[src/rtl/axi_rd_arbiter.sv]
// Purpose : shares one AXI4 read master (AR + R) between NUM_REQ requesters.
//           Round-robin AR arbitration, ARID = requester index, R beats routed by RID,
//           per-requester outstanding-burst limit, sticky protocol-error flags.
// Latency : AR: 1 cycle from s-side handshake to m_axi_arvalid (one AR per 2 cycles max).
//           R : combinational pass-through, zero latency.
// Backpr. : AR side is a single holding register; no s_arready while it is full.
//           R side passes s_rready[rid] straight to m_axi_rready; unknown RIDs are
//           always accepted and dropped.
//
// Ports:
//   clk, rst                    clock, asynchronous active-high reset
//   s_arvalid/s_arready         per-requester AR handshake
//   s_araddr/s_arlen            packed per-requester AR address / length (slice i = requester i)
//   s_rvalid/s_rready           per-requester R handshake
//   s_rdata/s_rresp/s_rlast     shared R payload, qualified by s_rvalid
//   m_axi_ar*                   master AR channel (arid = requester index)
//   m_axi_r*                    master R channel
//   outstanding                 packed per-requester in-flight burst counts (4 bits each)
//   err_flags                   sticky: bit0 RID out of range, bit1 RLAST with zero outstanding

module axi_rd_arbiter #(
    parameter int NUM_REQ         = 2,
    parameter int ADDR_WIDTH      = 64,
    parameter int DATA_WIDTH      = 512,
    parameter int ID_WIDTH        = 4,
    parameter int MAX_OUTSTANDING = 8
) (
    input  logic                          clk,
    input  logic                          rst,

    input  logic [NUM_REQ-1:0]            s_arvalid,
    output logic [NUM_REQ-1:0]            s_arready,
    input  logic [NUM_REQ*ADDR_WIDTH-1:0] s_araddr,
    input  logic [NUM_REQ*8-1:0]          s_arlen,

    output logic [NUM_REQ-1:0]            s_rvalid,
    input  logic [NUM_REQ-1:0]            s_rready,
    output logic [DATA_WIDTH-1:0]         s_rdata,
    output logic [1:0]                    s_rresp,
    output logic                          s_rlast,

    output logic                          m_axi_arvalid,
    input  logic                          m_axi_arready,
    output logic [ADDR_WIDTH-1:0]         m_axi_araddr,
    output logic [7:0]                    m_axi_arlen,
    output logic [ID_WIDTH-1:0]           m_axi_arid,

    input  logic                          m_axi_rvalid,
    output logic                          m_axi_rready,
    input  logic [DATA_WIDTH-1:0]         m_axi_rdata,
    input  logic [1:0]                    m_axi_rresp,
    input  logic                          m_axi_rlast,
    input  logic [ID_WIDTH-1:0]           m_axi_rid,

    output logic [NUM_REQ*4-1:0]          outstanding,
    output logic [1:0]                    err_flags
);

    localparam int               PTR_W    = (NUM_REQ > 1) ? $clog2(NUM_REQ) : 1;
    localparam logic [PTR_W-1:0] LAST_IDX = PTR_W'(NUM_REQ - 1);
    localparam logic [3:0]       MAX_CNT  = 4'(MAX_OUTSTANDING);

    typedef enum logic {
        EMPTY = 1'b0,
        FULL  = 1'b1
    } ar_state_t;

    ar_state_t              state;
    ar_state_t              state_nxt;

    logic [PTR_W-1:0]       rr_ptr;
    logic [PTR_W-1:0]       winner;
    logic                   any_eligible;
    logic                   capture;
    logic [NUM_REQ-1:0]     eligible;

    logic [ADDR_WIDTH-1:0]  cap_addr;
    logic [7:0]             cap_len;

    logic [3:0]             cnt [NUM_REQ];
    logic [NUM_REQ-1:0]     cnt_inc;
    logic [NUM_REQ-1:0]     cnt_dec;
    logic [NUM_REQ-1:0]     underflow;

    logic                   rid_hit;
    logic                   r_last_hs;
    logic [1:0]             err_q;

    // ------------------------------------------------------------------
    // Arbitration
    // ------------------------------------------------------------------

    // A requester that already has MAX_OUTSTANDING bursts in flight is
    // invisible to the arbiter, so the pointer search simply skips it.
    always_comb begin
        eligible = '0;
        for (int i = 0; i < NUM_REQ; i++) begin
            eligible[i] = s_arvalid[i] && (cnt[i] < MAX_CNT);
        end
    end

    // First eligible index at or after rr_ptr, wrapping. Offset k walks the
    // rotation; the inner loop keeps every index into eligible[] constant.
    always_comb begin
        winner       = '0;
        any_eligible = 1'b0;
        for (int k = 0; k < NUM_REQ; k++) begin
            for (int j = 0; j < NUM_REQ; j++) begin
                if (!any_eligible && eligible[j] &&
                    (((int'(rr_ptr) + k) % NUM_REQ) == j)) begin
                    any_eligible = 1'b1;
                    winner       = PTR_W'(j);
                end
            end
        end
    end

    // Payload mux for the winning requester.
    always_comb begin
        cap_addr = '0;
        cap_len  = '0;
        for (int j = 0; j < NUM_REQ; j++) begin
            if (winner == PTR_W'(j)) begin
                cap_addr = s_araddr[j*ADDR_WIDTH +: ADDR_WIDTH];
                cap_len  = s_arlen[j*8 +: 8];
            end
        end
    end

    // ------------------------------------------------------------------
    // AR holding register FSM
    // ------------------------------------------------------------------

    always_ff @(posedge clk or posedge rst) begin
        if (rst) begin
            state <= EMPTY;
        end else begin
            state <= state_nxt;
        end
    end

    // Fill and drain never share a cycle: FULL only drains, EMPTY only fills.
    always_comb begin
        state_nxt = state;
        capture   = 1'b0;
        s_arready = '0;
        case (state)
            EMPTY: begin
                if (any_eligible) begin
                    capture   = 1'b1;
                    state_nxt = FULL;
                    for (int j = 0; j < NUM_REQ; j++) begin
                        if (winner == PTR_W'(j)) begin
                            s_arready[j] = 1'b1;
                        end
                    end
                end
            end
            FULL: begin
                if (m_axi_arready) begin
                    state_nxt = EMPTY;
                end
            end
            default: begin
                state_nxt = EMPTY;
            end
        endcase
    end

    assign m_axi_arvalid = (state == FULL);

    always_ff @(posedge clk or posedge rst) begin
        if (rst) begin
            m_axi_araddr <= '0;
            m_axi_arlen  <= '0;
            m_axi_arid   <= '0;
            rr_ptr       <= '0;
        end else if (capture) begin
            m_axi_araddr <= cap_addr;
            m_axi_arlen  <= cap_len;
            m_axi_arid   <= ID_WIDTH'(winner);
            rr_ptr       <= (winner == LAST_IDX) ? '0 : PTR_W'(winner + 1'b1);
        end
    end

    // ------------------------------------------------------------------
    // R routing
    // ------------------------------------------------------------------

    // Unknown RIDs are sunk (rready = 1) so a stray beat cannot wedge the bus.
    always_comb begin
        s_rvalid     = '0;
        m_axi_rready = 1'b1;
        rid_hit      = 1'b0;
        for (int i = 0; i < NUM_REQ; i++) begin
            if (m_axi_rid == ID_WIDTH'(i)) begin
                rid_hit      = 1'b1;
                s_rvalid[i]  = m_axi_rvalid;
                m_axi_rready = s_rready[i];
            end
        end
    end

    assign s_rdata   = m_axi_rdata;
    assign s_rresp   = m_axi_rresp;
    assign s_rlast   = m_axi_rlast;

    assign r_last_hs = m_axi_rvalid && m_axi_rready && m_axi_rlast;

    // ------------------------------------------------------------------
    // Outstanding counters and error flags
    // ------------------------------------------------------------------

    always_comb begin
        cnt_inc   = '0;
        cnt_dec   = '0;
        underflow = '0;
        for (int i = 0; i < NUM_REQ; i++) begin
            cnt_inc[i]   = capture && (winner == PTR_W'(i));
            cnt_dec[i]   = r_last_hs && (m_axi_rid == ID_WIDTH'(i));
            underflow[i] = cnt_dec[i] && (cnt[i] == 4'd0);
        end
    end

    // Simultaneous inc/dec leaves the count alone; a dec at zero saturates
    // and is reported through err_flags[1] instead.
    always_ff @(posedge clk or posedge rst) begin
        if (rst) begin
            for (int i = 0; i < NUM_REQ; i++) begin
                cnt[i] <= 4'd0;
            end
        end else begin
            for (int i = 0; i < NUM_REQ; i++) begin
                if (cnt_inc[i] && !cnt_dec[i]) begin
                    cnt[i] <= cnt[i] + 4'd1;
                end else if (cnt_dec[i] && !cnt_inc[i] && (cnt[i] != 4'd0)) begin
                    cnt[i] <= cnt[i] - 4'd1;
                end
            end
        end
    end

    always_ff @(posedge clk or posedge rst) begin
        if (rst) begin
            err_q <= 2'b00;
        end else begin
            if (m_axi_rvalid && !rid_hit) begin
                err_q[0] <= 1'b1;
            end
            if (|underflow) begin
                err_q[1] <= 1'b1;
            end
        end
    end

    assign err_flags = err_q;

    for (genvar g = 0; g < NUM_REQ; g++) begin : g_outstanding
        assign outstanding[g*4 +: 4] = cnt[g];
    end

endmodule

[config.mk]
export PLATFORM = sky130hd
export DESIGN_NAME = axi_rd_arbiter
export DESIGN_NICKNAME = d
export VERILOG_FILES = /design/src/rtl/axi_rd_arbiter.sv
export SDC_FILE = /design/constraint.sdc
export NUM_CORES = 1
export LEC_CHECK = 0
export BUFFER_PORTS_ARGS = -buffer_cell sky130_fd_sc_hd__buf_2
export CELL_PAD_IN_SITES_DETAIL_PLACEMENT = 1
export CELL_PAD_IN_SITES_GLOBAL_PLACEMENT = 1
export CORE_AREA = 3 3 503 505
export DETAILED_ROUTE_END_ITERATION = 8
export DIE_AREA = 0 0 506 508
export PLACE_DENSITY = 0.3
export SLEW_MARGIN = 10
export SYNTH_ARGS = -nofsm -noshare
export SYNTH_HDL_FRONTEND = slang
export SYNTH_SLANG_ARGS = --single-unit
[constraint.sdc]
create_clock -name clk -period 2.7 [get_ports clk]
set_input_delay 0 -clock clk [delete_from_list [all_inputs] [get_ports clk]]
set_output_delay 0 -clock clk [all_outputs]
set_load 0.05 [all_outputs]
---- After elaboration in Yosys (flattened, before gate mapping) ----
Cells that the tools add are included.
cells by class
  add/sub/neg operators ................... 6
  $mul .................................... 0
  div/mod/pow operators ................... 0
  $lt $le $gt $ge ......................... 2
  eq/ne operators ......................... 2
  shift-type cells ........................ 0
  muxes and demuxes ....................... 28
  bitwise gates (word level) .............. 3
  reductions and logical operators ........ 42
operators by type and width
  kind                                               count
  logical NOT 32 bit                                 2
  two-way mux 64 bit                                 1
  logical AND 1 bit                                  24
  two-way mux 1 bit                                  19
  two-way mux 4 bit                                  4
  logical NOT 4 bit                                  3
  adder 4 x 1 -> 4 bit (second input constant)       2
  logical NOT 1 bit                                  8
  < comparator 4 bit (second input constant)         2
  two-way mux 8 bit                                  1
  nonzero test 4 bit                                 2
  subtractor 4 x 1 -> 4 bit (second input constant)  2
  == test 4 x 1 -> 1 bit (second input constant)     1
  two-way mux 2 bit                                  2
  nonzero test 2 bit                                 2
  adder 1 bit (second input constant)                2
  == test 2 bit (second input constant)              1
  inverter 1 bit                                     2
  one-hot mux 1 bit (2 select lines)                 1
  OR reduction 2 bit                                 1
  bitwise AND 1 bit (first input constant)           1
storage, ports and cells
  flip-flop bits (word level) ............. 85
  bits in latches ......................... 0
  bits in writable memories ............... 0
  bits in read-only memories .............. 0
  input port bits ......................... 671
  memories kept ........................... 0

---- Logic depth before layout (Yosys ltp) ----
Gate-level depths: netlist of run 1.
  depth in word-level cells ............... 24
  gate-level depth with buffers ........... 9
  gate-level depth less buffers ........... 8

---- Least setup slack after synthesis of run 1 ----
No wires, ideal clock.
  kind .................................... register to register
  start ................................... register cnt (netlist bit outstanding[3])
  end ..................................... register cnt (netlist bit outstanding[7])
  setup time .............................. 0.140 ns
  data arrival time ....................... 2.926 ns
  required time ........................... 2.560 ns
  setup slack ............................. -0.365 ns
  cell stages (with the launch flop) ...... 9
  path buffers ............................ 0
  period minus slack after synthesis ...... 3.065 ns
  cells stage by stage .................... dfrtp_1 > nor3b_1 > nor3_2 > nand2_1 > ha_1 > a21o_1 > a21oi_1 > or3b_1 > o2111ai_1
on the way
  word-level cells in the longest chain between the ends .. 23
ends and longest elaborated chain
  item                             RTL line  text
  start, declared                  80        logic [3:0] cnt [NUM_REQ];
  start signal, assigned by index  235       cnt[i] <= cnt[i] + 4'd1;
  start signal, assigned by index  237       cnt[i] <= cnt[i] - 4'd1;
  < comparator 4 bit (*)           98        eligible[i] = s_arvalid[i] && (cnt[i] < MAX_CNT);
  logical AND 1 bit (*)            98
  logical AND 1 bit                109       if (!any_eligible && eligible[j] &&
  two-way mux 1 bit                109
  logical NOT 1 bit                109
  logical AND 1 bit (2 in series)  109
  two-way mux 1 bit                109
  logical NOT 1 bit                109
  (+4 left out)                    n/a
  logical AND 1 bit (2 in series)  109
  two-way mux 1 bit                109
  two-way mux 1 bit                149       if (any_eligible) begin
  two-way mux 1 bit                147       case (state)
  logical AND 1 bit (*)            219       cnt_inc[i] = capture && (winner == PTR_W'(i));
  logical NOT 1 bit                236       end else if (cnt_dec[i] && !cnt_inc[i] && (cnt[i] != 4'd0)) begin
  logical AND 1 bit (2 in series)  236
  nonzero test 2 bit (no line)     n/a
Mark *: on every way between the ends. The rest lies on a longest branch, timed or not.
A chain may end at the register's enable or synchronous reset.

---- Worst setup path in the final report of run 1 ----
  start ................................... register cnt (netlist bit outstanding[7])
  end ..................................... register cnt (netlist bit outstanding[7])
on the way
  word-level cells in the longest chain between the ends .. 20
ends and longest elaborated chain
  item                             RTL line
  < comparator 4 bit               98
  logical AND 1 bit                98
  logical AND 1 bit (2 in series)  109
  two-way mux 1 bit                109
  logical NOT 1 bit                109
  logical AND 1 bit (2 in series)  109
  two-way mux 1 bit                109
  logical NOT 1 bit                109
  logical AND 1 bit (2 in series)  109
  two-way mux 1 bit                109
  two-way mux 1 bit                149
  two-way mux 1 bit                147
  logical AND 1 bit                219
  logical NOT 1 bit                236
  logical AND 1 bit (2 in series)  236
  nonzero test 2 bit (no line)     n/a
Parallel ways exist; a longest one is shown, timed or not. The select of a mux whose other input is x is not followed.

==> flow_summary.html, run 1 <==
<table>
<tr><th>Metric</th><th>Value</th></tr>
<tr><th colspan="2">Logic synthesis</th></tr>
<tr><td>Synth top area share</td><td>48.28%</td></tr>
<tr><td>Synthesized cell area</td><td>8055 sq um</td></tr>
<tr><td>Biggest area consumer among synthesized cells</td><td>buf_4</td></tr>
<tr><td>Yosys synthesis warning count</td><td>0</td></tr>
<tr><td>Sequential element share of the synthesized area</td><td>26.41%</td></tr>
<tr><td>Count of unique library cells instantiated by Yosys</td><td>39</td></tr>
<tr><td>Cell count after synthesis</td><td>910</td></tr>
<tr><td>Main flop type after synthesis</td><td>dfrtp_1</td></tr>
<tr><td>Per-instance average area after synthesis</td><td>8.852 sq um</td></tr>
<tr><td>Largest cells by area after synthesis</td><td>buf_4 48%, dfrtp_1 26%, mux2i_1 8.9%, o21ai_0 4.5%, nand2_1 3.5%</td></tr>
<tr><td>Async set-reset flop share out of synthesis</td><td>100.0%</td></tr>
<tr><td>Most used standard cells in the synthesized netlist</td><td>518 x buf_4, 85 x dfrtp_1, 75 x nand2_1</td></tr>
<tr><td>EDFF count, synth</td><td>0</td></tr>
<tr><td>Post-synthesis sequential element count</td><td>85</td></tr>
<tr><td>Most common cell in the synthesized netlist</td><td>buf_4</td></tr>
<tr><th colspan="2">Global route</th></tr>
<tr><td>Fraction of met2 tracks used by global routing</td><td>12.70%</td></tr>
<tr><td>Number of antenna violations at the first check in global routing</td><td>24</td></tr>
<tr><td>Global-route wire length before repair</td><td>131.8 mm</td></tr>
<tr><td>Global route hottest layer</td><td>met3</td></tr>
<tr><td>Vias in the first global route</td><td>6145</td></tr>
<tr><td>Met1 Resource Use GR</td><td>2.869%</td></tr>
<tr><td>Fraction of met3 tracks used by global routing</td><td>16.89%</td></tr>
<tr><td>Largest net degree at the start of global routing</td><td>47</td></tr>
<tr><td>Total global-route track usage</td><td>8.850%</td></tr>
<tr><td>Final global-route overflow total</td><td>0</td></tr>
<tr><th colspan="2">Setup path</th></tr>
<tr><td>CP required</td><td>2.99 ns</td></tr>
<tr><td>Minimum setup slack among reg-to-reg paths</td><td>0.25 ns</td></tr>
<tr><td>Launch instance of the worst register-to-register path</td><td>outstanding[7]$_DFFE_PP0P_</td></tr>
<tr><td>Capture instance of the worst register-to-register path</td><td>outstanding[7]$_DFFE_PP0P_</td></tr>
<tr><td>Arrival time worst endpoint</td><td>2.75 ns</td></tr>
<tr><td>Endpoint type of the worst setup path</td><td>flip-flop</td></tr>
<tr><td>Worst r2r path cells</td><td>8</td></tr>
<tr><td>Critical setup path kind</td><td>flip-flop to flip-flop</td></tr>
<tr><td>CP startpoint kind</td><td>flip-flop</td></tr>
<tr><td>Crit Path Max Fanout</td><td>6</td></tr>
<tr><th colspan="2">Clocking</th></tr>
<tr><td>Clock buffers created by TritonCTS</td><td>9</td></tr>
<tr><td>Number of buffers added for setup after CTS</td><td>0</td></tr>
<tr><td>Clk_lat worst skew</td><td>0.45 ns</td></tr>
<tr><td>H-Tree Level Count</td><td>3</td></tr>
<tr><td>Buffer type at the clock tree root</td><td>clkbuf_16</td></tr>
<tr><td>Clock slew at reported path FFs</td><td>0.07 ns</td></tr>
<tr><td>Clock tree from TritonCTS</td><td>yes</td></tr>
<tr><td>Maximum count of clock buffers along a single path</td><td>2</td></tr>
<tr><td>Clock Sinks</td><td>85</td></tr>
<tr><th colspan="2">Power</th></tr>
<tr><td>Final total power</td><td>9.494 mW</td></tr>
<tr><td>Clock group share of total power</td><td>16.1%</td></tr>
<tr><td>Comb pwr share</td><td>59.3%</td></tr>
<tr><td>Internal power</td><td>4.236 mW</td></tr>
<tr><td>Switching fraction of total power</td><td>55.38%</td></tr>
<tr><td>PD cells</td><td>829.1 nW/um^2</td></tr>
<tr><td>Leak Pwr</td><td>3.668 nW</td></tr>
<tr><td>Sequential Power Share</td><td>24.6%</td></tr>
<tr><td>Switch Pwr</td><td>5.258 mW</td></tr>
<tr><td>Peak ir drop on the vdd network</td><td>0.3962 mV</td></tr>
<tr><th colspan="2">Route</th></tr>
<tr><td>Total routed wirelength</td><td>117.8 mm</td></tr>
<tr><td>Via density per instance</td><td>1.351</td></tr>
<tr><td># DRC</td><td>0</td></tr>
<tr><td>Routed wire length per instance</td><td>28.50 microns</td></tr>
<tr><td>Detailed Route Iter0 Violations</td><td>216</td></tr>
<tr><td>Number of search-and-repair iterations in the first detailed-routing pass</td><td>4</td></tr>
<tr><td>Via Count</td><td>5583</td></tr>
<tr><td>Detail Route Antenna Nets</td><td>0</td></tr>
<tr><th colspan="2">STA</th></tr>
<tr><td>Fmax</td><td>407.5 MHz</td></tr>
<tr><td>Number of endpoints with negative hold slack in the final report</td><td>0</td></tr>
<tr><td>Relative slew margins</td><td>50.70%</td></tr>
<tr><td>Final setup violation count</td><td>0</td></tr>
<tr><td>Max-slew violations</td><td>0</td></tr>
<tr><td>Worst-case setup margin in the final layout</td><td>0.2458 ns</td></tr>
<tr><td>Minimum clock period</td><td>2.454 ns</td></tr>
<tr><td>Worst hold-check slack</td><td>0.00001932 ns</td></tr>
<tr><td>Clock Skews</td><td>0.02430 ns</td></tr>
<tr><td>Slew at the pin closest to its max-slew limit</td><td>0.7395 ns</td></tr>
<tr><td>Post-Route Setup TNS</td><td>0 ns</td></tr>
<tr><td>Ratio of final minimum period to clock period</td><td>90.90%</td></tr>
<tr><td>RSZ-0062 raised after global routing</td><td>false</td></tr>
<tr><th colspan="2">Layout</th></tr>
<tr><td>Utilization of the core after routing</td><td>4.605%</td></tr>
<tr><td>Layout Cells excl Fill</td><td>4133</td></tr>
<tr><td>Ratio of cells with drive above 1 in the final layout</td><td>37.11%</td></tr>
<tr><td>Area grow syn2layout</td><td>42.16%</td></tr>
<tr><td>Fillers</td><td>29807</td></tr>
<tr><td>Net count reported at finish</td><td>1467</td></tr>
<tr><td>Post-route cell area</td><td>11450 sq um</td></tr>
<tr><th colspan="2">Placement</th></tr>
<tr><td>Final weighted congestion in routability-driven placement</td><td>0.7218</td></tr>
<tr><td>Total half-perimeter wirelength after legalization and detailed placement</td><td>110.0 mm</td></tr>
<tr><td>Count of placed standard cells including taps</td><td>3961</td></tr>
<tr><td>Setup WS pre-CTS</td><td>0.1248 ns</td></tr>
<tr><td>Standard cell area after detailed placement</td><td>9646 sq um</td></tr>
<tr><td>Count of input and output buffers</td><td>246</td></tr>
<tr><th colspan="2">Floorplan</th></tr>
<tr><td>Die outline area</td><td>257000 sq um</td></tr>
<tr><td>Count of standard-cell rows</td><td>183</td></tr>
<tr><td>Number of placed I/O pins</td><td>1278</td></tr>
<tr><td>Floorplan die height</td><td>508 microns</td></tr>
<tr><td>Core box area</td><td>248700 sq um</td></tr>
<tr><td>Horiz. Die Dim</td><td>506 microns</td></tr>
<tr><td>Initial Util</td><td>3.239%</td></tr>
<tr><th colspan="2">Min path</th></tr>
<tr><td>Hold Path Sink</td><td>s_rdata[238]</td></tr>
<tr><td>Worst Hold Path Cells</td><td>0</td></tr>
<tr><td>Start point of the worst min-delay path</td><td>m_axi_rdata[238]</td></tr>
<tr><td>Worst min-delay path class</td><td>input port to primary output</td></tr>
<tr><th colspan="2">Outcome</th></tr>
<tr><td>Status</td><td>finished, final reports clean</td></tr>
<tr><th colspan="2">Flow run</th></tr>
<tr><td>Count of max-cap constraint violations</td><td>0</td></tr>
</table>
==> layout by cell type (no fill, tap or decap), types with 5 or more instances in the layout <==
cell type / instances
a21o_1: 5
buf_2: 246
buf_4: 13
clkbuf_16: 9
dfrtp_1: 85
diode_2: 8
dlygate4sd3_1: 148
mux2i_1: 72
nand2_1: 75
o21ai_0: 73
==> per-layer routing <==
metal  vias to the layer above  routed length, microns
met1                      2261                   13690
met2                       801                   48420
met3                       329                   47650
li1                       2176                       -
met5                         -                     200
met4                        16                    7833
==> critical path: stages (launching register included) <==
cell,delay (ns)
dfrtp_1,0.45
nand2b_1,0.31
nor3_4,0.33
nand2_1,0.18
ha_1,0.31
a21o_1,0.16
a21oi_1,0.29
or3b_1,0.16
o2111ai_1,0.12
==> area by class of cell <==
type / instances / area, sq um / area share [%]
Antenna cell: 8 / 20.02 / 0.1748
Timing Repair Buffer: 410 / 2870 / 25.07
Clock buffer: 10 / 229.0 / 2.000
Multi-Input combinational cell: 280 / 1948 / 17.01
Sequential cell: 85 / 2127 / 18.58
Tap cell: 3330 / 4167 / 36.39
Clock inverter: 6 / 70.07 / 0.6119
Inverter: 4 / 20.02 / 0.1748
==> repair_timing <==
item                                    4_1_cts  5_1_grt
gates resized for setup                       0        1
endpoints found under the setup margin        0        9
endpoints found under the hold margin       117        0
hold buffers                                148        0
==> sequential cells by signal, indices dropped and copies added, names as in the netlist <==
signal	count
m_axi_araddr	64
err_flags	2
m_axi_arid	1
m_axi_arvalid	1
outstanding	8
rr_ptr	1
m_axi_arlen	8
==> how the worst max path moves through the flow <==
stage	from	endpoint	slack, ns	cells past startpoint
floorplan	outstanding[3]$_DFFE_PP0P_	outstanding[7]$_DFFE_PP0P_	-0.07	8
global placement	outstanding[3]$_DFFE_PP0P_	outstanding[7]$_DFFE_PP0P_	0.07	8
detailed placement	outstanding[3]$_DFFE_PP0P_	outstanding[7]$_DFFE_PP0P_	0.12	8
CTS	outstanding[3]$_DFFE_PP0P_	m_axi_araddr[47]$_DFFE_PP0N_	0.04	7
global route	outstanding[7]$_DFFE_PP0P_	m_axi_araddr[51]$_DFFE_PP0N_	0.09	7
finish	outstanding[7]$_DFFE_PP0P_	outstanding[7]$_DFFE_PP0P_	0.25	8
==> power by group through the flow <==
stage | registers (mW) | clock network (mW) | logic (mW)
3_5_place_dp | 2.37 | 0 | 5.51
3_3_place_gp | 2.36 | 0 | 5.50
6_report | 2.34 | 1.53 | 5.63
4_1_cts | 2.34 | 1.72 | 5.80
5_1_grt | 2.43 | 1.72 | 6.05
2_1_floorplan | 4.41 | 0 | 3.65
==> kinds of logic (layout without fill, tap and decap cells) <==
family	after synthesis	in the layout	share of synthesized area (%)
adders and majority gates	6	6	1.118
and+or+nand+nor	96	96	5.374
buffers and inverters	547	430	49.80
AOI/OAI and AO/OA	93	93	6.570
xor gates and xnor gates	4	4	0.4350
DFF	85	85	26.41
muxes	78	78	10.25
other	1	11	0.04655
Note: power is estimated with default switching activity, not from simulation.
==> inputs of run 2 (changes only) <==
- BUFFER_PORTS_ARGS: -buffer_cell sky130_fd_sc_hd__buf_2 -> -buffer_cell sky130_fd_sc_hd__clkbuf_2
==> run 2 against run 1 <==
Critical path depth shrank 1; combinational power grew 1%; sequential power is essentially flat; routed wire length grew 0.55%; clock power is essentially flat; critical path type unchanged.
==> flow_summary.html, run 2 (synthesis gave the netlist of run 1 again) <==
<table>
<tr><th>Metric</th><th>Value</th></tr>
<tr><th colspan="2">Outcome</th></tr>
<tr><td>Status</td><td>finished, final reports clean</td></tr>
<tr><th colspan="2">STA</th></tr>
<tr><td>Max-slew violations</td><td>0 (unchanged)</td></tr>
<tr><td>Post-Route Setup TNS</td><td>0 ns (unchanged)</td></tr>
<tr><td>Worst-case setup margin in the final layout</td><td>0.1977 ns (-0.04815 ns)</td></tr>
<tr><td>Number of endpoints with negative hold slack in the final report</td><td>0 (unchanged)</td></tr>
<tr><td>Final setup violation count</td><td>0 (unchanged)</td></tr>
<tr><td>Worst hold-check slack</td><td>0.00001932 ns (unchanged)</td></tr>
<tr><td>Fmax</td><td>399.6 MHz (-1.9%)</td></tr>
<tr><td>Clock Skews</td><td>0.03803 ns (+0.01374 ns)</td></tr>
<tr><td>Relative slew margins</td><td>58.35% (+7.6 points)</td></tr>
<tr><td>Minimum clock period</td><td>2.502 ns (+0.04815 ns)</td></tr>
<tr><td>Slew at the pin closest to its max-slew limit</td><td>0.6248 ns (-0.1146 ns)</td></tr>
<tr><td>Ratio of final minimum period to clock period</td><td>92.68% (+1.8 points)</td></tr>
<tr><th colspan="2">Layout</th></tr>
<tr><td>Commonest cells after routing, fill and taps aside</td><td>246 x clkbuf_2, 148 x dlygate4sd3_1, 85 x dfrtp_1</td></tr>
<tr><td>Ratio of cells with drive above 1 in the final layout</td><td>36.99% (-0.11 points)</td></tr>
<tr><td>Utilization of the core after routing</td><td>4.610% (about the same)</td></tr>
<tr><td>Max FFs per register</td><td>64 (unchanged)</td></tr>
<tr><td>Top register by number of flip-flops</td><td>m_axi_araddr</td></tr>
<tr><td>Area grow syn2layout</td><td>42.30% (about the same)</td></tr>
<tr><td>Post-route cell area</td><td>11460 sq um (about the same)</td></tr>
<tr><td>Net count reported at finish</td><td>1464 (-0.20%)</td></tr>
<tr><td>Most common library cell in the layout ignoring fill and taps</td><td>clkbuf_2</td></tr>
<tr><th colspan="2">Setup path</th></tr>
<tr><td>CP startpoint kind</td><td>flip-flop</td></tr>
<tr><td>Arrival time worst endpoint</td><td>2.81 ns (+0.06 ns)</td></tr>
<tr><td>Endpoint type of the worst setup path</td><td>flip-flop</td></tr>
<tr><td>Critical setup path kind</td><td>flip-flop to flip-flop</td></tr>
<tr><td>Worst r2r path cells</td><td>7 (-1)</td></tr>
<tr><td>Crit Path Max Fanout</td><td>16 (+10)</td></tr>
<tr><td>CP required</td><td>3.00 ns (about the same)</td></tr>
<tr><th colspan="2">Clocking</th></tr>
<tr><td>Maximum count of clock buffers along a single path</td><td>2 (unchanged)</td></tr>
<tr><td>Clk_lat worst skew</td><td>0.46 ns (about the same)</td></tr>
<tr><td>Clock slew at reported path FFs</td><td>0.11 ns (+0.04 ns)</td></tr>
<tr><td>Buffer type at the clock tree root</td><td>clkbuf_16</td></tr>
<tr><td>Clock tree from TritonCTS</td><td>yes</td></tr>
<tr><td>Clock Sinks</td><td>85 (unchanged)</td></tr>
<tr><td>H-Tree Level Count</td><td>3 (unchanged)</td></tr>
<tr><td>Clock buffers created by TritonCTS</td><td>9 (unchanged)</td></tr>
<tr><th colspan="2">Floorplan</th></tr>
<tr><td>Number of placed I/O pins</td><td>1278 (unchanged)</td></tr>
<tr><td>Initial Util</td><td>3.239% (unchanged)</td></tr>
<tr><td>Count of standard-cell rows</td><td>183 (unchanged)</td></tr>
<tr><td>Die outline area</td><td>257000 sq um (unchanged)</td></tr>
<tr><td>Core box area</td><td>248700 sq um (unchanged)</td></tr>
<tr><td>Horiz. Die Dim</td><td>506 microns (unchanged)</td></tr>
<tr><td>Floorplan die height</td><td>508 microns (unchanged)</td></tr>
<tr><th colspan="2">Route</th></tr>
<tr><td>Via Count</td><td>5586 (+0.054%)</td></tr>
<tr><td>Routed wire length per instance</td><td>28.70 microns (+0.70%)</td></tr>
<tr><td>Number of search-and-repair iterations in the first detailed-routing pass</td><td>4 (unchanged)</td></tr>
<tr><td># DRC</td><td>0 (unchanged)</td></tr>
<tr><td>Detailed Route Iter0 Violations</td><td>195 (-9.7%)</td></tr>
<tr><td>Via density per instance</td><td>1.354 (+0.20%)</td></tr>
<tr><td>Total routed wirelength</td><td>118.4 mm (+0.55%)</td></tr>
<tr><td>Detail Route Antenna Nets</td><td>0 (unchanged)</td></tr>
<tr><th colspan="2">Global route</th></tr>
<tr><td>Global-route wire length before repair</td><td>131.4 mm (-0.33%)</td></tr>
<tr><td>Total global-route track usage</td><td>8.832% (-0.017 points)</td></tr>
<tr><td>Largest net degree at the start of global routing</td><td>62 (+32%)</td></tr>
<tr><td>Vias in the first global route</td><td>6061 (-1.4%)</td></tr>
<tr><td>Final global-route overflow total</td><td>0 (unchanged)</td></tr>
<tr><td>Number of antenna violations at the first check in global routing</td><td>22 (-8.3%)</td></tr>
<tr><th colspan="2">Min path</th></tr>
<tr><td>Worst min-delay path class</td><td>input port to primary output</td></tr>
<tr><td>Worst Hold Path Cells</td><td>0 (unchanged)</td></tr>
<tr><th colspan="2">Power</th></tr>
<tr><td>Switch Pwr</td><td>5.358 mW (+1.9%)</td></tr>
<tr><td>Peak ir drop on the vdd network</td><td>0.3695 mV (-6.7%)</td></tr>
<tr><td>Comb pwr share</td><td>59.5% (+0.2 points)</td></tr>
<tr><td>Clock group share of total power</td><td>16.0% (about the same)</td></tr>
<tr><td>Leak Pwr</td><td>3.705 nW (+1.0%)</td></tr>
<tr><td>Internal power</td><td>4.221 mW (-0.36%)</td></tr>
<tr><td>PD cells</td><td>835.7 nW/um^2 (+0.80%)</td></tr>
<tr><td>Switching fraction of total power</td><td>55.94% (+0.55 points)</td></tr>
<tr><td>Sequential Power Share</td><td>24.5% (about the same)</td></tr>
<tr><th colspan="2">Placement</th></tr>
<tr><td>Standard cell area after detailed placement</td><td>9638 sq um (about the same)</td></tr>
<tr><td>Setup WS pre-CTS</td><td>0.1637 ns (+0.03897 ns)</td></tr>
<tr><td>Final weighted congestion in routability-driven placement</td><td>0.7252 (+0.47%)</td></tr>
<tr><td>Count of input and output buffers</td><td>246 (unchanged)</td></tr>
<tr><td>Total half-perimeter wirelength after legalization and detailed placement</td><td>109.8 mm (-0.16%)</td></tr>
<tr><th colspan="2">Flow run</th></tr>
<tr><td>Count of max-cap constraint violations</td><td>0 (unchanged)</td></tr>
</table>
-- run 2: cell count changes in the layout (fill, tap and decap cells not counted), sizes merged --
cell,before,now
buf,262,12
bufinv,1,0
clkbuf,10,258
clkinv,0,1
clkinvlp,3,2
diode,8,5
-- run 2: power by group through the flow --
stage               clock network [mW]  registers [mW]  logic, mW
floorplan                            0            4.41       3.65
global route                      1.73            2.45       6.13
finish                            1.53            2.35       5.70
global placement                     0            2.37       5.46
detailed placement                   0            2.37       5.48
CTS                               1.72            2.35       5.81
-- run 2: routing by layer --
metal | part of all wire [%] | global-route usage [%] | vias to the layer above
met4 | 6.4 | 5.409 | 14
met5 | 0.18 | 0.3889 | -
met2 | 42 | 12.76 | 823
met3 | 40 | 16.85 | 331
met1 | 12 | 2.798 | 2250
li1 | - | - | 2168
-- run 2: final cells by class --
cell class	instances	area, sq um
Sequential cell	85	2127
Clock buffer	11	252.7
Tap cell	3330	4167
Antenna cell	5	12.51
Multi-Input combinational cell	280	1948
Fill cell	29823	237200
Inverter	4	20.02
Clock inverter	5	41.29
Timing Repair Buffer	407	2894
-- run 2: worst paths after layout --
| kind | from | slack, ns | to |
|---|---|---|---|
| setup reg to reg | outstanding[7]$_DFFE_PP0P_ | 0.20 | m_axi_araddr[62]$_DFFE_PP0N_ |
| max in group asynchronous | rst | 1.85 | m_axi_araddr[7]$_DFFE_PP0N_ |
| setup / recovery | outstanding[7]$_DFFE_PP0P_ | 0.20 | m_axi_araddr[62]$_DFFE_PP0N_ |
| hold reg to reg | err_flags[1]$_DFFE_PP0P_ | 0.48 | err_flags[1]$_DFFE_PP0P_ |
| min in group asynchronous | rst | 0.20 | m_axi_araddr[41]$_DFFE_PP0N_ |
| hold / removal | m_axi_rdata[238] | 0.00002 | s_rdata[238] |
-- run 2: critical path, stage by stage (launching register included) --
cell           delay, ns
dfrtp_1             0.47
nand2b_1            0.30
nor2_4              0.18
buf_4               0.17
buf_6               0.34
mux2i_1             0.25
dlygate4sd3_1       0.57
o21ai_0             0.07
-- run 2: per-stage QoR --
| stage | std cells | total power, mW |
|---|---|---|
| 5_1_grt | 4124 | 10.30 |
| 6_report | 4127 | 9.579 |
| 3_5_place_dp | 3955 | 7.852 |
| 3_3_place_gp | 3955 | 7.829 |
| 4_1_cts | 4119 | 9.892 |
| 2_1_floorplan | 912 | 8.069 |
-- run 2: what timing repair did --
action | CTS | global route
buffers inserted | 0 | 2
endpoints found under the setup margin | 0 | 13
hold buffers | 148 | 0
hold endpoints to repair | 120 | 0
gates resized for setup | 0 | 2
==> inputs of run 3 (changes only) <==
- BUFFER_PORTS_ARGS: -buffer_cell sky130_fd_sc_hd__clkbuf_2 -> unset
- CORE_AREA: 3 3 503 505 -> 3 3 502 504
- DIE_AREA: 0 0 506 508 -> 0 0 505 507
- DONT_BUFFER_PORTS: unset -> 1
- PLACE_DENSITY: 0.3 -> unset
- PLACE_DENSITY_LB_ADDON: unset -> 0.1
==> run 3 against run 2 <==
Clock power grew 17%; setup slack gained 0.12 ns; utilization shrank 0.41 points; combinational power shrank 42%; sequential power grew 82%; die area shrank 0.39%; flip-flop and latch count is the same; sequential share of layout area grew 1.9 points; fmax grew 5.0%; critical path type unchanged.
==> flow_summary.html, run 3 (synthesis gave the netlist of run 1 again) <==
<table>
<tr><th>Metric</th><th>Value</th></tr>
<tr><th colspan="2">Global route</th></tr>
<tr><td>Largest net degree at the start of global routing</td><td>75 (+21%)</td></tr>
<tr><td>Final global-route overflow total</td><td>0 (unchanged)</td></tr>
<tr><td>Total global-route track usage</td><td>3.404% (-5.4 points)</td></tr>
<tr><td>Global-route wire length before repair</td><td>55.39 mm (-58%)</td></tr>
<tr><td>Number of antenna violations at the first check in global routing</td><td>10 (-55%)</td></tr>
<tr><td>Vias in the first global route</td><td>5245 (-13%)</td></tr>
<tr><th colspan="2">Layout</th></tr>
<tr><td>Area grow syn2layout</td><td>29.33%</td></tr>
<tr><td>Most common library cell in the layout ignoring fill and taps</td><td>dlygate4sd3_1</td></tr>
<tr><td>Fillers</td><td>29647 (-0.59%)</td></tr>
<tr><td>Post-route cell area</td><td>10420 sq um (-9.1%)</td></tr>
<tr><td>Commonest cells after routing, fill and taps aside</td><td>154 x dlygate4sd3_1, 85 x dfrtp_1, 75 x nand2_1</td></tr>
<tr><td>Layout Cells excl Fill</td><td>3904 (-5.4%)</td></tr>
<tr><td>Top register by number of flip-flops</td><td>m_axi_araddr</td></tr>
<tr><td>Max FFs per register</td><td>64 (unchanged)</td></tr>
<tr><td>Net count reported at finish</td><td>1240 (-15%)</td></tr>
<tr><td>Ratio of cells with drive above 1 in the final layout</td><td>10.76% (-26 points)</td></tr>
<tr><th colspan="2">Setup path</th></tr>
<tr><td>Slowest CP cell</td><td>dlygate4sd3_1</td></tr>
<tr><td>CP startpoint kind</td><td>flip-flop</td></tr>
<tr><td>Peak per-stage delay on the critical path</td><td>0.61 ns (+0.04 ns)</td></tr>
<tr><td>Endpoint type of the worst setup path</td><td>flip-flop</td></tr>
<tr><td>Crit Path Max Fanout</td><td>44 (+28)</td></tr>
<tr><td>CP required</td><td>3.02 ns (+0.02 ns)</td></tr>
<tr><td>Worst-path cell chain</td><td>nor3b_1, buf_4, nor2_4, buf_12, mux2i_1, dlygate4sd3_1, o21ai_0</td></tr>
<tr><td>Arrival time worst endpoint</td><td>2.71 ns (-0.10 ns)</td></tr>
<tr><td>Critical setup path kind</td><td>flip-flop to flip-flop</td></tr>
<tr><td>Cell family contributing the most delay on the critical path</td><td>buffers and inverters</td></tr>
<tr><td>Number of buffer and inverter instances along the worst setup path</td><td>3 (unchanged)</td></tr>
<tr><th colspan="2">Clocking</th></tr>
<tr><td>Clock Sinks</td><td>85 (unchanged)</td></tr>
<tr><td>Number of buffers added for setup after CTS</td><td>0 (unchanged)</td></tr>
<tr><td>CTS Hold Bufs</td><td>154 (+4.1%)</td></tr>
<tr><td>Buffer type at the clock tree root</td><td>clkbuf_16</td></tr>
<tr><td>Clk_lat worst skew</td><td>0.45 ns (about the same)</td></tr>
<tr><td>H-Tree Level Count</td><td>3 (unchanged)</td></tr>
<tr><td>Maximum count of clock buffers along a single path</td><td>2 (unchanged)</td></tr>
<tr><td>Clock slew at reported path FFs</td><td>0.10 ns (about the same)</td></tr>
<tr><td>Clock tree from TritonCTS</td><td>yes</td></tr>
<tr><td>CTS-repair resized insts</td><td>0 (unchanged)</td></tr>
<tr><td>Clock buffers created by TritonCTS</td><td>9 (unchanged)</td></tr>
<tr><th colspan="2">STA</th></tr>
<tr><td>Number of endpoints with negative hold slack in the final report</td><td>0 (unchanged)</td></tr>
<tr><td>RSZ-0062 raised after global routing</td><td>false</td></tr>
<tr><td>Max-slew violations</td><td>0 (unchanged)</td></tr>
<tr><td>Clock Skews</td><td>0.02631 ns (-0.01172 ns)</td></tr>
<tr><td>Ratio of final minimum period to clock period</td><td>88.29% (-4.4 points)</td></tr>
<tr><td>Worst hold-check slack</td><td>0.00001929 ns (-0.00000002600 ns)</td></tr>
<tr><td>Minimum clock period</td><td>2.384 ns (-0.1185 ns)</td></tr>
<tr><td>Relative slew margins</td><td>50.25% (-8.1 points)</td></tr>
<tr><td>Fmax</td><td>419.5 MHz (+5.0%)</td></tr>
<tr><td>Slew at the pin closest to its max-slew limit</td><td>0.7462 ns (+0.1214 ns)</td></tr>
<tr><td>Post-Route Setup TNS</td><td>0 ns (unchanged)</td></tr>
<tr><td>Final setup violation count</td><td>0 (unchanged)</td></tr>
<tr><th colspan="2">Floorplan</th></tr>
<tr><td>Horiz. Die Dim</td><td>505 microns (-0.20%)</td></tr>
<tr><td>Number of placed I/O pins</td><td>1278 (unchanged)</td></tr>
<tr><td>Count of standard-cell rows</td><td>183 (unchanged)</td></tr>
<tr><td>Initial Util</td><td>3.245% (+0.0060 points)</td></tr>
<tr><td>Core box area</td><td>248200 sq um (-0.18%)</td></tr>
<tr><td>Die outline area</td><td>256000 sq um (-0.39%)</td></tr>
<tr><td>Floorplan die height</td><td>507 microns (-0.20%)</td></tr>
<tr><th colspan="2">Route</th></tr>
<tr><td>Via Count</td><td>4491 (-20%)</td></tr>
<tr><td>Detailed Route Iter0 Violations</td><td>101 (-48%)</td></tr>
<tr><td>Routed wire length per instance</td><td>11.35 microns (-60%)</td></tr>
<tr><td># DRC</td><td>0 (unchanged)</td></tr>
<tr><td>Via density per instance</td><td>1.150 (-15%)</td></tr>
<tr><td>Detail Route Antenna Nets</td><td>0 (unchanged)</td></tr>
<tr><td>Total routed wirelength</td><td>44.32 mm (-63%)</td></tr>
<tr><td>Number of search-and-repair iterations in the first detailed-routing pass</td><td>4 (unchanged)</td></tr>
<tr><th colspan="2">Power</th></tr>
<tr><td>Leak Pwr</td><td>2.785 nW (-25%)</td></tr>
<tr><td>Switching fraction of total power</td><td>55.95% (about the same)</td></tr>
<tr><td>Switch Pwr</td><td>5.258 mW (-1.9%)</td></tr>
<tr><td>Internal power</td><td>4.140 mW (-1.9%)</td></tr>
<tr><td>Comb pwr share</td><td>35.4% (-24 points)</td></tr>
<tr><td>Sequential Power Share</td><td>45.5% (+21 points)</td></tr>
<tr><td>Peak ir drop on the vdd network</td><td>0.3384 mV (-8.4%)</td></tr>
<tr><td>PD cells</td><td>902.2 nW/um^2 (+8.0%)</td></tr>
<tr><td>Clock group share of total power</td><td>19.1% (+3.1 points)</td></tr>
<tr><th colspan="2">Outcome</th></tr>
<tr><td>Status</td><td>finished, final reports clean</td></tr>
<tr><th colspan="2">Placement</th></tr>
<tr><td>Total half-perimeter wirelength after legalization and detailed placement</td><td>34.98 mm (-68%)</td></tr>
<tr><td>Count of input and output buffers</td><td>0 (-100%)</td></tr>
<tr><td>Final weighted congestion in routability-driven placement</td><td>0.5865 (-19%)</td></tr>
<tr><td>Standard cell area after detailed placement</td><td>8512 sq um (-12%)</td></tr>
<tr><td>Count of placed standard cells including taps</td><td>3728 (-5.7%)</td></tr>
<tr><th colspan="2">Flow run</th></tr>
<tr><td>Count of max-cap constraint violations</td><td>0 (unchanged)</td></tr>
<tr><th colspan="2">Min path</th></tr>
<tr><td>Worst min-delay path class</td><td>input port to primary output</td></tr>
</table>
==> run 3: cell types whose count changed in the layout (fill, tap and decap cells not counted), moves of 3 or more <==
cell / previous run / this run
bufinv_16: 0 / 3
dlygate4sd3_1: 148 / 154
clkbuf_2: 246 / 0
buf_4: 6 / 26
==> run 3: area by class of cell <==
class / count / area, sq um / area share, %
tap: 3330 / 4167 / 40.00
sequential: 85 / 2127 / 20.42
antenna: 7 / 17.52 / 0.1681
multi-input combinational: 280 / 1943 / 18.65
timing repair buffer: 183 / 1797 / 17.25
inverter: 4 / 20.02 / 0.1922
clock inverter: 5 / 107.6 / 1.033
clock buffer: 10 / 239.0 / 2.294
==> run 3: path summary, 6_finish.rpt <==
| kind | depth (start not counted) | slack (ns) | startpoint | endpoint |
|---|---|---|---|---|
| min in group asynchronous | 2 | 0.15 | rst | m_axi_araddr[44]$_DFFE_PP0N_ |
| max in group asynchronous | 3 | 1.61 | rst | m_axi_araddr[19]$_DFFE_PP0N_ |
| worst max-delay path | 7 | 0.32 | rr_ptr$_DFFE_PP0N_ | m_axi_araddr[34]$_DFFE_PP0N_ |
| worst min register to register | 1 | 0.51 | rr_ptr$_DFFE_PP0N_ | rr_ptr$_DFFE_PP0N_ |
| worst min-delay path | 0 | 0.00002 | m_axi_rdata[217] | s_rdata[217] |
| worst max register to register | 7 | 0.32 | rr_ptr$_DFFE_PP0N_ | m_axi_araddr[34]$_DFFE_PP0N_ |
==> run 3: power by group through the flow <==
stage               sequential, mW  clock, mW  combinational (mW)
floorplan                     4.41          0                3.65
global placement              4.40          0                3.12
detailed placement            4.38          0                3.15
CTS                           4.35       2.06                3.57
global route                  4.38       2.05                3.83
finish                        4.28       1.79                3.33
==> run 3: metal layers <==
layer | vias up | global-route usage, % | share of wire [%] | wire length [microns]
met5 | - | 0.5741 | 0.52 | 229
met3 | 301 | 2.552 | 16 | 7186
met4 | 8 | 4.650 | 14 | 6219
met1 | 1973 | 2.247 | 24 | 10510
li1 | 1726 | - | - | -
met2 | 483 | 5.221 | 46 | 20170
==> run 3: per-stage QoR <==
stage	power, mW	util, %	setup slack, ns
after floorplan	8.069	-	-0.07105
after global placement	7.527	3.429	0.4564
after detailed placement	7.523	3.429	0.4651
after CTS	9.970	4.190	0.2469
after global routing	10.27	4.191	0.1561
final	9.399	4.197	0.3161
